### config.mk
export PLATFORM = sky130hd
export DESIGN_NAME = seq_mult_32_flat
export DESIGN_NICKNAME = d
export VERILOG_FILES = /design/src/rtl/mult_pkg.sv /design/src/rtl/seq_mult_32_if.sv /design/src/rtl/full_adder_32.sv /design/src/rtl/seq_mult_32.sv /design/src/flat_wrapper.sv
export SDC_FILE = /design/constraint.sdc
export NUM_CORES = 1
export LEC_CHECK = 0
export ABC_CLOCK_PERIOD_IN_PS = 24100
export CAP_MARGIN = 25
export CORE_MARGIN = 5
export CORE_UTILIZATION = 57
export CTS_BUF_LIST = sky130_fd_sc_hd__clkbuf_16
export DETAILED_ROUTE_END_ITERATION = 8
export GPL_TIMING_DRIVEN = 0
export PLACE_DENSITY_LB_ADDON = 0.2
export SETUP_SLACK_MARGIN = 0.1
export SLEW_MARGIN = 20
export SYNTH_ARGS = -nofsm -noshare
export SYNTH_HDL_FRONTEND = slang
export SYNTH_HIERARCHICAL = 1
export SYNTH_SLANG_ARGS = --single-unit
### constraint.sdc
create_clock -name clk -period 24.1 [get_ports clk]
set_clock_uncertainty 0.2 [all_clocks]
set_input_delay 7.23 -clock clk [delete_from_list [all_inputs] [get_ports clk]]
set_output_delay 7.23 -clock clk [all_outputs]
set_load 0.03 [all_outputs]
### src/rtl/mult_pkg.sv
// Shared types and constants for the sequential multiplier.
// State encoding and iteration bounds live here.
package mult_pkg;

  localparam int WIDTH     = 32;
  localparam int ITER_LAST = 31;

  typedef enum logic [1:0] {
    IDLE = 2'd0,
    RUN  = 2'd1,
    DONE = 2'd2
  } state_t;

endpackage

### src/rtl/seq_mult_32_if.sv
// Start/busy/done handshake bundle for seq_mult_32.
// The controller drives operands; the multiplier returns status and result.
interface seq_mult_32_if;

  logic        start;
  logic [31:0] a;
  logic [31:0] b;
  logic        busy;
  logic        done;
  logic [63:0] product;

  modport master (
    output start, a, b,
    input  busy, done, product
  );

  modport slave (
    input  start, a, b,
    output busy, done, product
  );

endinterface

### src/rtl/full_adder_32.sv
// 32-bit ripple-carry adder, purely combinational.
// The multiplier uses it as its only adder.
module full_adder_32 (
  input  logic [31:0] x,
  input  logic [31:0] y,
  input  logic        cin,
  output logic [31:0] s,
  output logic        cout
);

  logic carry;

  // Ripple the carry from bit 0 upward
  always_comb begin
    carry = cin;
    s     = '0;
    for (int i = 0; i < 32; i++) begin
      s[i]  = x[i] ^ y[i] ^ carry;
      carry = (x[i] & y[i]) | (carry & (x[i] ^ y[i]));
    end
    cout = carry;
  end

endmodule

### src/rtl/seq_mult_32.sv
// Unsigned 32x32 -> 64 shift-and-add multiplier, one bit per clock.
// acc_lo starts as the multiplier and shifts out as product bits shift in.
module seq_mult_32 #(
  parameter int WIDTH = 32,
  parameter int CNT_W = 6
) (
  input  logic         clk,
  input  logic         rst_n,
  seq_mult_32_if.slave bus
);

  import mult_pkg::*;

  if (WIDTH != mult_pkg::WIDTH) begin : g_bad_width
    $error("seq_mult_32: only WIDTH=32 is supported");
  end

  if ((1 << CNT_W) <= WIDTH) begin : g_bad_cnt
    $error("seq_mult_32: CNT_W too small to hold WIDTH");
  end

  localparam logic [CNT_W-1:0] CNT_LAST = CNT_W'(ITER_LAST);

  state_t               state_q, state_d;
  logic [WIDTH-1:0]     mcand_q, mcand_d;
  logic [WIDTH-1:0]     acc_hi_q, acc_hi_d;
  logic [WIDTH-1:0]     acc_lo_q, acc_lo_d;
  logic [CNT_W-1:0]     count_q, count_d;
  logic [2*WIDTH-1:0]   product_q, product_d;

  logic [WIDTH-1:0]     add_y;
  logic [WIDTH-1:0]     sum;
  logic                 cout;
  logic [2*WIDTH-1:0]   shifted;

  assign add_y = acc_lo_q[0] ? mcand_q : '0;

  full_adder_32 u_add (
    .x    (acc_hi_q),
    .y    (add_y),
    .cin  (1'b0),
    .s    (sum),
    .cout (cout)
  );

  // The adder carry becomes the new top bit after the shift
  assign shifted = {cout, sum, acc_lo_q[WIDTH-1:1]};

  // State and datapath registers
  always_ff @(posedge clk or negedge rst_n) begin
    if (!rst_n) begin
      state_q   <= IDLE;
      mcand_q   <= '0;
      acc_hi_q  <= '0;
      acc_lo_q  <= '0;
      count_q   <= '0;
      product_q <= '0;
    end else begin
      state_q   <= state_d;
      mcand_q   <= mcand_d;
      acc_hi_q  <= acc_hi_d;
      acc_lo_q  <= acc_lo_d;
      count_q   <= count_d;
      product_q <= product_d;
    end
  end

  // Next-state and datapath update
  always_comb begin
    state_d   = state_q;
    mcand_d   = mcand_q;
    acc_hi_d  = acc_hi_q;
    acc_lo_d  = acc_lo_q;
    count_d   = count_q;
    product_d = product_q;
    unique case (state_q)
      IDLE: begin
        if (bus.start) begin
          mcand_d  = bus.a;
          acc_lo_d = bus.b;
          acc_hi_d = '0;
          count_d  = '0;
          state_d  = RUN;
        end
      end
      RUN: begin
        {acc_hi_d, acc_lo_d} = shifted;
        count_d = count_q + CNT_W'(1);
        if (count_q == CNT_LAST) begin
          product_d = shifted;
          state_d   = DONE;
        end
      end
      DONE: begin
        state_d = IDLE;
      end
      default: begin
        state_d = IDLE;
      end
    endcase
  end

  assign bus.busy    = (state_q != IDLE);
  assign bus.done    = (state_q == DONE);
  assign bus.product = product_q;

endmodule

### src/flat_wrapper.sv
// flat-port wrapper written by rule: the top's interface ports become plain ports
module seq_mult_32_flat import mult_pkg::*;
#(
  parameter int WIDTH = 32,
  parameter int CNT_W = 6
)
  (clk, rst_n, bus_start, bus_a, bus_b, bus_busy, bus_done, bus_product);
  seq_mult_32_if bus_i ();
  input  logic clk;
  input  logic rst_n;
  input wire logic [$bits(bus_i.start)-1:0] bus_start;
  input wire logic [$bits(bus_i.a)-1:0] bus_a;
  input wire logic [$bits(bus_i.b)-1:0] bus_b;
  output wire logic [$bits(bus_i.busy)-1:0] bus_busy;
  output wire logic [$bits(bus_i.done)-1:0] bus_done;
  output wire logic [$bits(bus_i.product)-1:0] bus_product;
  assign bus_i.start = bus_start;
  assign bus_i.a = bus_a;
  assign bus_i.b = bus_b;
  assign bus_busy = bus_i.busy;
  assign bus_done = bus_i.done;
  assign bus_product = bus_i.product;
  seq_mult_32 #(.WIDTH(WIDTH), .CNT_W(CNT_W)) u_core (.clk(clk), .rst_n(rst_n), .bus(bus_i));
endmodule
==> results of run 1 <==
[power by group through the flow]
stage | Clock [mW] | Sequential (mW) | Combinational, mW
floorplan | 0 | 0.450 | 0.252
global placement | 0 | 0.438 | 0.376
detailed placement | 0 | 0.445 | 0.400
CTS | 0.269 | 0.441 | 0.410
global route | 0.283 | 0.454 | 0.458
finish | 0.265 | 0.442 | 0.407
[registers in the layout, summed over array words and instances, names as in the netlist]
name,flops
u_core/acc_hi_q,32
u_core/acc_lo_q,32
u_core/bus.product,64
u_core/count_q,6
u_core/mcand_q,32
u_core/state_q,2
[cells by family after synthesis]
kind of cell / Yosys count
AND/OR/NAND/NOR: 306
multiplexers: 64
buffers and inverters: 55
other: 1
adder cells (fa/ha/maj): 33
XOR/XNOR: 1
flip-flops: 168
AO/OA/AOI/OAI: 42
[metrics by stage]
| step | setup slack [ns] | utilization | power, mW | cells | cell area (µm²) |
|---|---|---|---|---|---|
| finish | 10.15 | 0.7551 | 1.114 | 1007 | 9607 |
| global route | 9.834 | 0.7551 | 1.195 | 1007 | 9607 |
| CTS | 10.20 | 0.7551 | 1.120 | 1007 | 9607 |
| detailed placement | 10.33 | 0.7105 | 0.8447 | 975 | 9039 |
| global placement | 9.024 | 0.7079 | 0.8146 | 974 | 9006 |
| floorplan | 11.01 | - | 0.7019 | 670 | 7470 |
[metal layers]
layer / up-vias / GRT usage / routed length, µm
met5: - / 0 / 0
met4: 0 / 0.08511 / 333
met3: 25 / 0.06175 / 887
met2: 164 / 0.4141 / 9491
met1: 2781 / 0.2994 / 7242
li1: 2524 / - / -
[area by class of cell]
class	instances	area (µm²)	share of cell area
plain buffers	45	224.0	0.02331
well taps	172	215.2	0.02240
clock buffers	17	425.4	0.04428
clock inverters	15	142.6	0.01485
repair buffers	133	1354	0.1409
flip-flops and latches	168	4204	0.4376
inverters	10	37.54	0.003907
multi-input cells	447	3004	0.3127
[cell usage in the layout, fill, tap and decap left out, types with 2 or more instances in the layout]
cell             count
and2_1              32
nor2b_1              2
buf_2                8
o21ai_0              3
mux2_1              49
a21oi_1              2
inv_1               12
clkbuf_1            22
clkinv_1             4
dfrtp_1            168
clkinv_2             6
o22ai_1             32
nor3_1              33
clkbuf_16           17
mux2_2              15
buf_6                6
fa_1                32
nor2_1              32
clkdlybuf4s50_1    131
nand2_1            165
nand3_1             37
bufinv_16            3
buf_1                9
[worst max path at each step]
stage / slack, ns / cells after the start / to
detailed placement: 10.33 / 38 / u_core/bus.product[62]$_DFFE_PN0P_
global route: 9.83 / 39 / u_core/acc_hi_q[30]$_DFFE_PN0P_
global placement: 9.02 / 1 / u_core/bus.product[50]$_DFFE_PN0P_
floorplan: 11.01 / 38 / u_core/bus.product[62]$_DFFE_PN0P_
finish: 10.15 / 39 / u_core/acc_hi_q[30]$_DFFE_PN0P_
CTS: 10.20 / 39 / u_core/acc_hi_q[30]$_DFFE_PN0P_
[critical path, delay by kind of cell (launching register included)]
kind / cells / cell delay [ns]
simple gates: 3 / 0.32
buf+inv: 4 / 0.29
flops: 1 / 0.45
fa+ha+maj: 32 / 12.61
==> results by group, run 1 <==
Critical path
  – Crit-path most repeated cell: fa_1
  – Worst EP required: 24.26 ns
  – Internal reg-to-reg setup slack: 10.15 ns
  – Crit path kind: register to register
  – RR Startpoint: u_core/acc_lo_q[0]$_DFFE_PN0P_
  – Max FO, Critical Path: 6
  – Crit path launch type: register
  – Slowest CP cell: dfrtp_1
  – R2R depth: 39
  – Largest stage delay, worst path: between 0.4 and 0.5 ns
  – CP startpoint: u_core/acc_lo_q[0]$_DFFE_PN0P_
  – Worst reg2reg path endpoint: u_core/acc_hi_q[30]$_DFFE_PN0P_
  – CP Data Arrival Time: 14.11 ns
  – Worst setup EP type: register

Logic synthesis
  – Count leader, synth: dfrtp_1
  – Largest family of logic cells by synthesized area: simple AND/OR/NAND/NOR gates
  – Post-Synth XOR/XNOR Area: 0.001173
  – Ranking of synthesized cells by area: dfrtp_1, fa_1, nand2_1
  – Synth Area in Compound Gates: 0.03551
  – Unique cell type count in the Yosys netlist: 31
  – Register area share after synthesis: 0.5628
  – Number of enable flip-flop cells after synthesis: 0
  – Synth Register Bits: ~170
  – Cell area after synthesis: approximately 7500 µm²
  – Most frequent cells after synthesis: dfrtp_1, nand2_1, mux2_1
  – Synth Area in Adders: 0.08744
  – Post-Synth Simple-Gate Area: 0.1811
  – Synth area leader: dfrtp_1
  – Main synth FF type: dfrtp_1
  – Async SR Flop Fraction: 1.000
  – Share of the synthesized area in the top cell type: 0.5628
  – Synthesized area per cell: roughly 11 µm²
  – Syn Nets: 770
  – Cells after Synth: between 600 and 700
  – Ys Warns: 6
  – Mux share of post-synthesis cell area: 0.09648

Global route
  – First-pass GRT wire length: between 30 and 40 mm
  – Total track usage: 0.2422
  – Congestion Overflow GR: 0
  – Pin count of the biggest net entering global routing: around 100
  – Antenna violations before repair: 0
  – Vias in the first global route: approximately 6000

Power
  – Reg power frac: 0.397
  – Pleak: 4.397 nW
  – NetSw: approximately 410 µW
  – Pint: between 700 and 800 µW
  – PD cells: around 120 nW/µm²
  – Clock share of power: 0.238
  – Maximum vdd drop: roughly 0.065 mV
  – Comb power frac: 0.365
  – Sw frac: 0.3647

Die
  – Row cnt: 41
  – Core area: 12720 µm²
  – Initial core utilization: 0.5871
  – IO Pins: between 100 and 150
  – Die area: roughly 15000 µm²
  – Die Height: roughly 120 µm
  – Die W: ~120 µm

Clocking
  – TritonCTS Buffers: 17
  – H-Tree Depth: 4
  – Worst skew pair latency: 0.42 ns
  – # resized after CTS: 0
  – CTS max path bufs: 2
  – Clk Tree Root Cell: clkbuf_16
  – Post-CTS setup buffers: 0
  – CTS tree: done
  – Clock transition at path regs: ~0.060 ns
  – Post-CTS Hold Buffers: 0
  – Clk sinks: 168

Cells and area
  – Antenna Cells: 0
  – Layout cell share with drive strength beyond 1: 0.07186
  – Layout area overhead: 28.61%
  – Filler cells: 869
  – Fin nets: 922

STA
  – Final setup viols: 0
  – Final Cycle Share: 0.5788
  – Final Hold Viols: 0
  – FMAX: roughly 0.07 GHz
  – Slew HR: 0.5905
  – Final slew viol count: 0
  – Post-Route Hold Slack: roughly 0.26 ns
  – TNS Setup: 0 ns
  – Tmin final: roughly 14 ns
  – RSZ-0062 raised after global routing: false
  – Tightest Pin Transition: slightly above 0.6 ns

Detailed routing
  – DRT iter0 DRCs: roughly 440
  – Routed via count divided by cell count: approximately 5.5
  – TritonRoute pass-1 iters: 5
  – Final ANT Viol Nets: 0
  – Vias: between 5000 and 6000
  – Avg WL per Cell: between 15 and 20 µm
  – DRT Wirelength: 17.95 mm
  – DR DRC count: 0

Min path
  – HP Class: register to register
  – Hold Startpoint: u_core/mcand_q[28]$_DFFE_PN0P_
  – Worst hold path depth: 2
  – Hold EP: u_core/mcand_q[28]$_DFFE_PN0P_

Place
  – Number of port buffers: ~130
  – Detailed Place HPWL: 12.51 mm
  – GP Congestion: 0.8165

Outcome
  – Outcome: finished, final reports clean

Flow run
  – Max cap viols: 0
(Power assumes the default switching activity.)
==> run 2: changes to the inputs <==
Settings changed: ABC_CLOCK_PERIOD_IN_PS 24100 to 12650, CORE_UTILIZATION 57 to 48.
Clock period 24.1 ns to 12.65 ns, I/O delays scaled along.
==> results by group, run 2 (synthesis results as in run 1) <==
Die
  – IO Pins: between 100 and 150
  – Row cnt: 45
  – Die Height: roughly 130 µm
  – Die area: 18160 µm²
  – Die W: approximately 130 µm
  – Initial core utilization: 0.4895
  – Core area: 15260 µm²

STA
  – FMAX: 0.08133 GHz
  – Tmin final: approximately 12 ns
  – Slew HR: 0.4995
  – Final slew viol count: 0
  – Final Cycle Share: 0.9720
  – RSZ-0062 raised after global routing: true
  – Final Hold Viols: 0
  – TNS Setup: 0 ns
  – Final WS setup: about 0.35 ns
  – Final setup viols: 0
  – Tightest Pin Transition: about 0.75 ns
  – Post-Route Hold Slack: ~0.26 ns

Detailed routing
  – DRT Wirelength: between 15 and 20 mm
  – DR DRC count: 0
  – Routed via count divided by cell count: 5.127
  – TritonRoute pass-1 iters: 4
  – DRT iter0 DRCs: between 300 and 400
  – Avg WL per Cell: approximately 16 µm
  – Vias: ~5400
  – Final ANT Viol Nets: 0

Critical path
  – Worst setup EP type: register
  – Crit path kind: register to register
  – Slowest CP cell: dfrtp_2
  – Largest stage delay, worst path: between 0.4 and 0.5 ns
  – CP Data Arrival Time: 12.45 ns
  – Buf/Inv on CP: 4
  – Max FO, Critical Path: 3
  – CP delay by family, top: adder cells
  – Crit-path most repeated cell: fa_2
  – Worst EP required: approximately 13 ns
  – Crit path launch type: register

Cells and area
  – Most frequent cells in the layout: dfrtp_1, nand2_1, clkdlybuf4s50_1, mux2_1, nand3_1
  – Antenna Cells: 0
  – Final non-filler cell total: roughly 1000
  – Fin nets: roughly 920
  – Layout area overhead: 30.22%
  – Register Area: between 4000 and 5000 µm²
  – Layout Cell Area excl Fill: 9727 µm²
  – Multi-input logic area: 3082 µm²
  – Commonest non-fill, non-tap cell in the layout: dfrtp_1
  – Layout cell share with drive strength beyond 1: 0.1123
  – Filler cells: around 1200
  – Max reg flops: 64

Clocking
  – CTS max path bufs: 2
  – Worst skew pair latency: around 0.41 ns
  – Clk sinks: about 170
  – H-Tree Depth: 4
  – CTS tree: done
  – Post-CTS Hold Buffers: 0
  – Clock transition at path regs: approximately 0.060 ns
  – Clk Tree Root Cell: clkbuf_16
  – TritonCTS Buffers: 17

Power
  – Reg power frac: 0.396
  – Maximum vdd drop: ~0.10 mV
  – Pleak: approximately 4.4 nW
  – Comb power frac: 0.377
  – Sw frac: 0.3616
  – Pint: 1.355 mW
  – PD cells: 218.3 nW/µm²
  – NetSw: 767.8 µW
  – Clock share of power: 0.228

Global route
  – First-pass GRT wire length: 28.91 mm
  – Congestion Overflow GR: 0
  – Antenna violations before repair: 0
  – Vias in the first global route: 5800
  – Total track usage: 0.1993
  – Pin count of the biggest net entering global routing: 100

Outcome
  – Outcome: finished, final reports clean

Place
  – Number of port buffers: 132
  – Detailed Place HPWL: about 12 mm
  – Placed inst area: just over 9000 µm²
  – Placed instance count: 1014
  – Place WS: -0.4517 ns
  – GP Congestion: 0.8252

Flow run
  – Max cap viols: 0

Min path
  – HP Class: register to register
[run 2: final timing paths]
kind                                                 from  slack (ns)  depth (start not counted)                            endpoint
setup / recovery           u_core/acc_lo_q[0]$_DFFE_PN0P_        0.35                         38  u_core/bus.product[62]$_DFFE_PN0P_
hold / removal             u_core/mcand_q[24]$_DFFE_PN0P_        0.26                          2      u_core/mcand_q[24]$_DFFE_PN0P_
setup reg to reg           u_core/acc_lo_q[0]$_DFFE_PN0P_        0.35                         38  u_core/bus.product[62]$_DFFE_PN0P_
hold reg to reg            u_core/mcand_q[24]$_DFFE_PN0P_        0.26                          2      u_core/mcand_q[24]$_DFFE_PN0P_
max in group asynchronous                           rst_n        8.24                          2     u_core/acc_hi_q[21]$_DFFE_PN0P_
min in group asynchronous                           rst_n        3.21                          1  u_core/bus.product[19]$_DFFE_PN0P_
[run 2: power by group through the flow]
| stage | clock network [mW] | logic, mW | registers (mW) |
|---|---|---|---|
| 6_report | 0.483 | 0.800 | 0.841 |
| 5_1_grt | 0.517 | 0.905 | 0.865 |
| 4_1_cts | 0.493 | 0.797 | 0.839 |
| 3_5_place_dp | 0 | 0.770 | 0.847 |
| 3_3_place_gp | 0 | 0.740 | 0.837 |
| 2_1_floorplan | 0 | 0.491 | 0.858 |
[run 2: layer usage]
metal  global-route usage  vias up  part of all wire
met5                    0        -                 0
met4              0.05543        0             0.014
met3              0.04098       22             0.045
met2               0.3307      130              0.50
met1               0.2686     2696              0.44
li1                     -     2525                 -
[run 2: worst min-delay path, stage by stage, from the launching register on]
cell and delay [ns]:
dfrtp_1 0.33, nand2_1 0.05, nand2_1 0.05
[run 2: per-stage QoR]
| step | power, mW | util |
|---|---|---|
| final | 2.123 | 0.6375 |
| after global routing | 2.287 | 0.6375 |
| after CTS | 2.129 | 0.6359 |
| after detailed placement | 1.617 | 0.5979 |
| after global placement | 1.577 | 0.5957 |
| after floorplan | 1.350 | - |
[run 2: layout make-up]
| class | count | area share |
|---|---|---|
| sequential | 168 | 0.4323 |
| tap | 211 | 0.02714 |
| timing repair buffer | 135 | 0.1407 |
| clock inverter | 15 | 0.01222 |
| inverter | 10 | 0.003859 |
| multi-input combinational | 447 | 0.3168 |
| clock buffer | 17 | 0.04374 |
| buffer | 45 | 0.02315 |
[run 2: timing repair]
item	4_1_cts	5_1_grt
buffers inserted	1	1
resized for setup	12	9
pin swaps	0	1
endpoints found under the setup margin	7	6
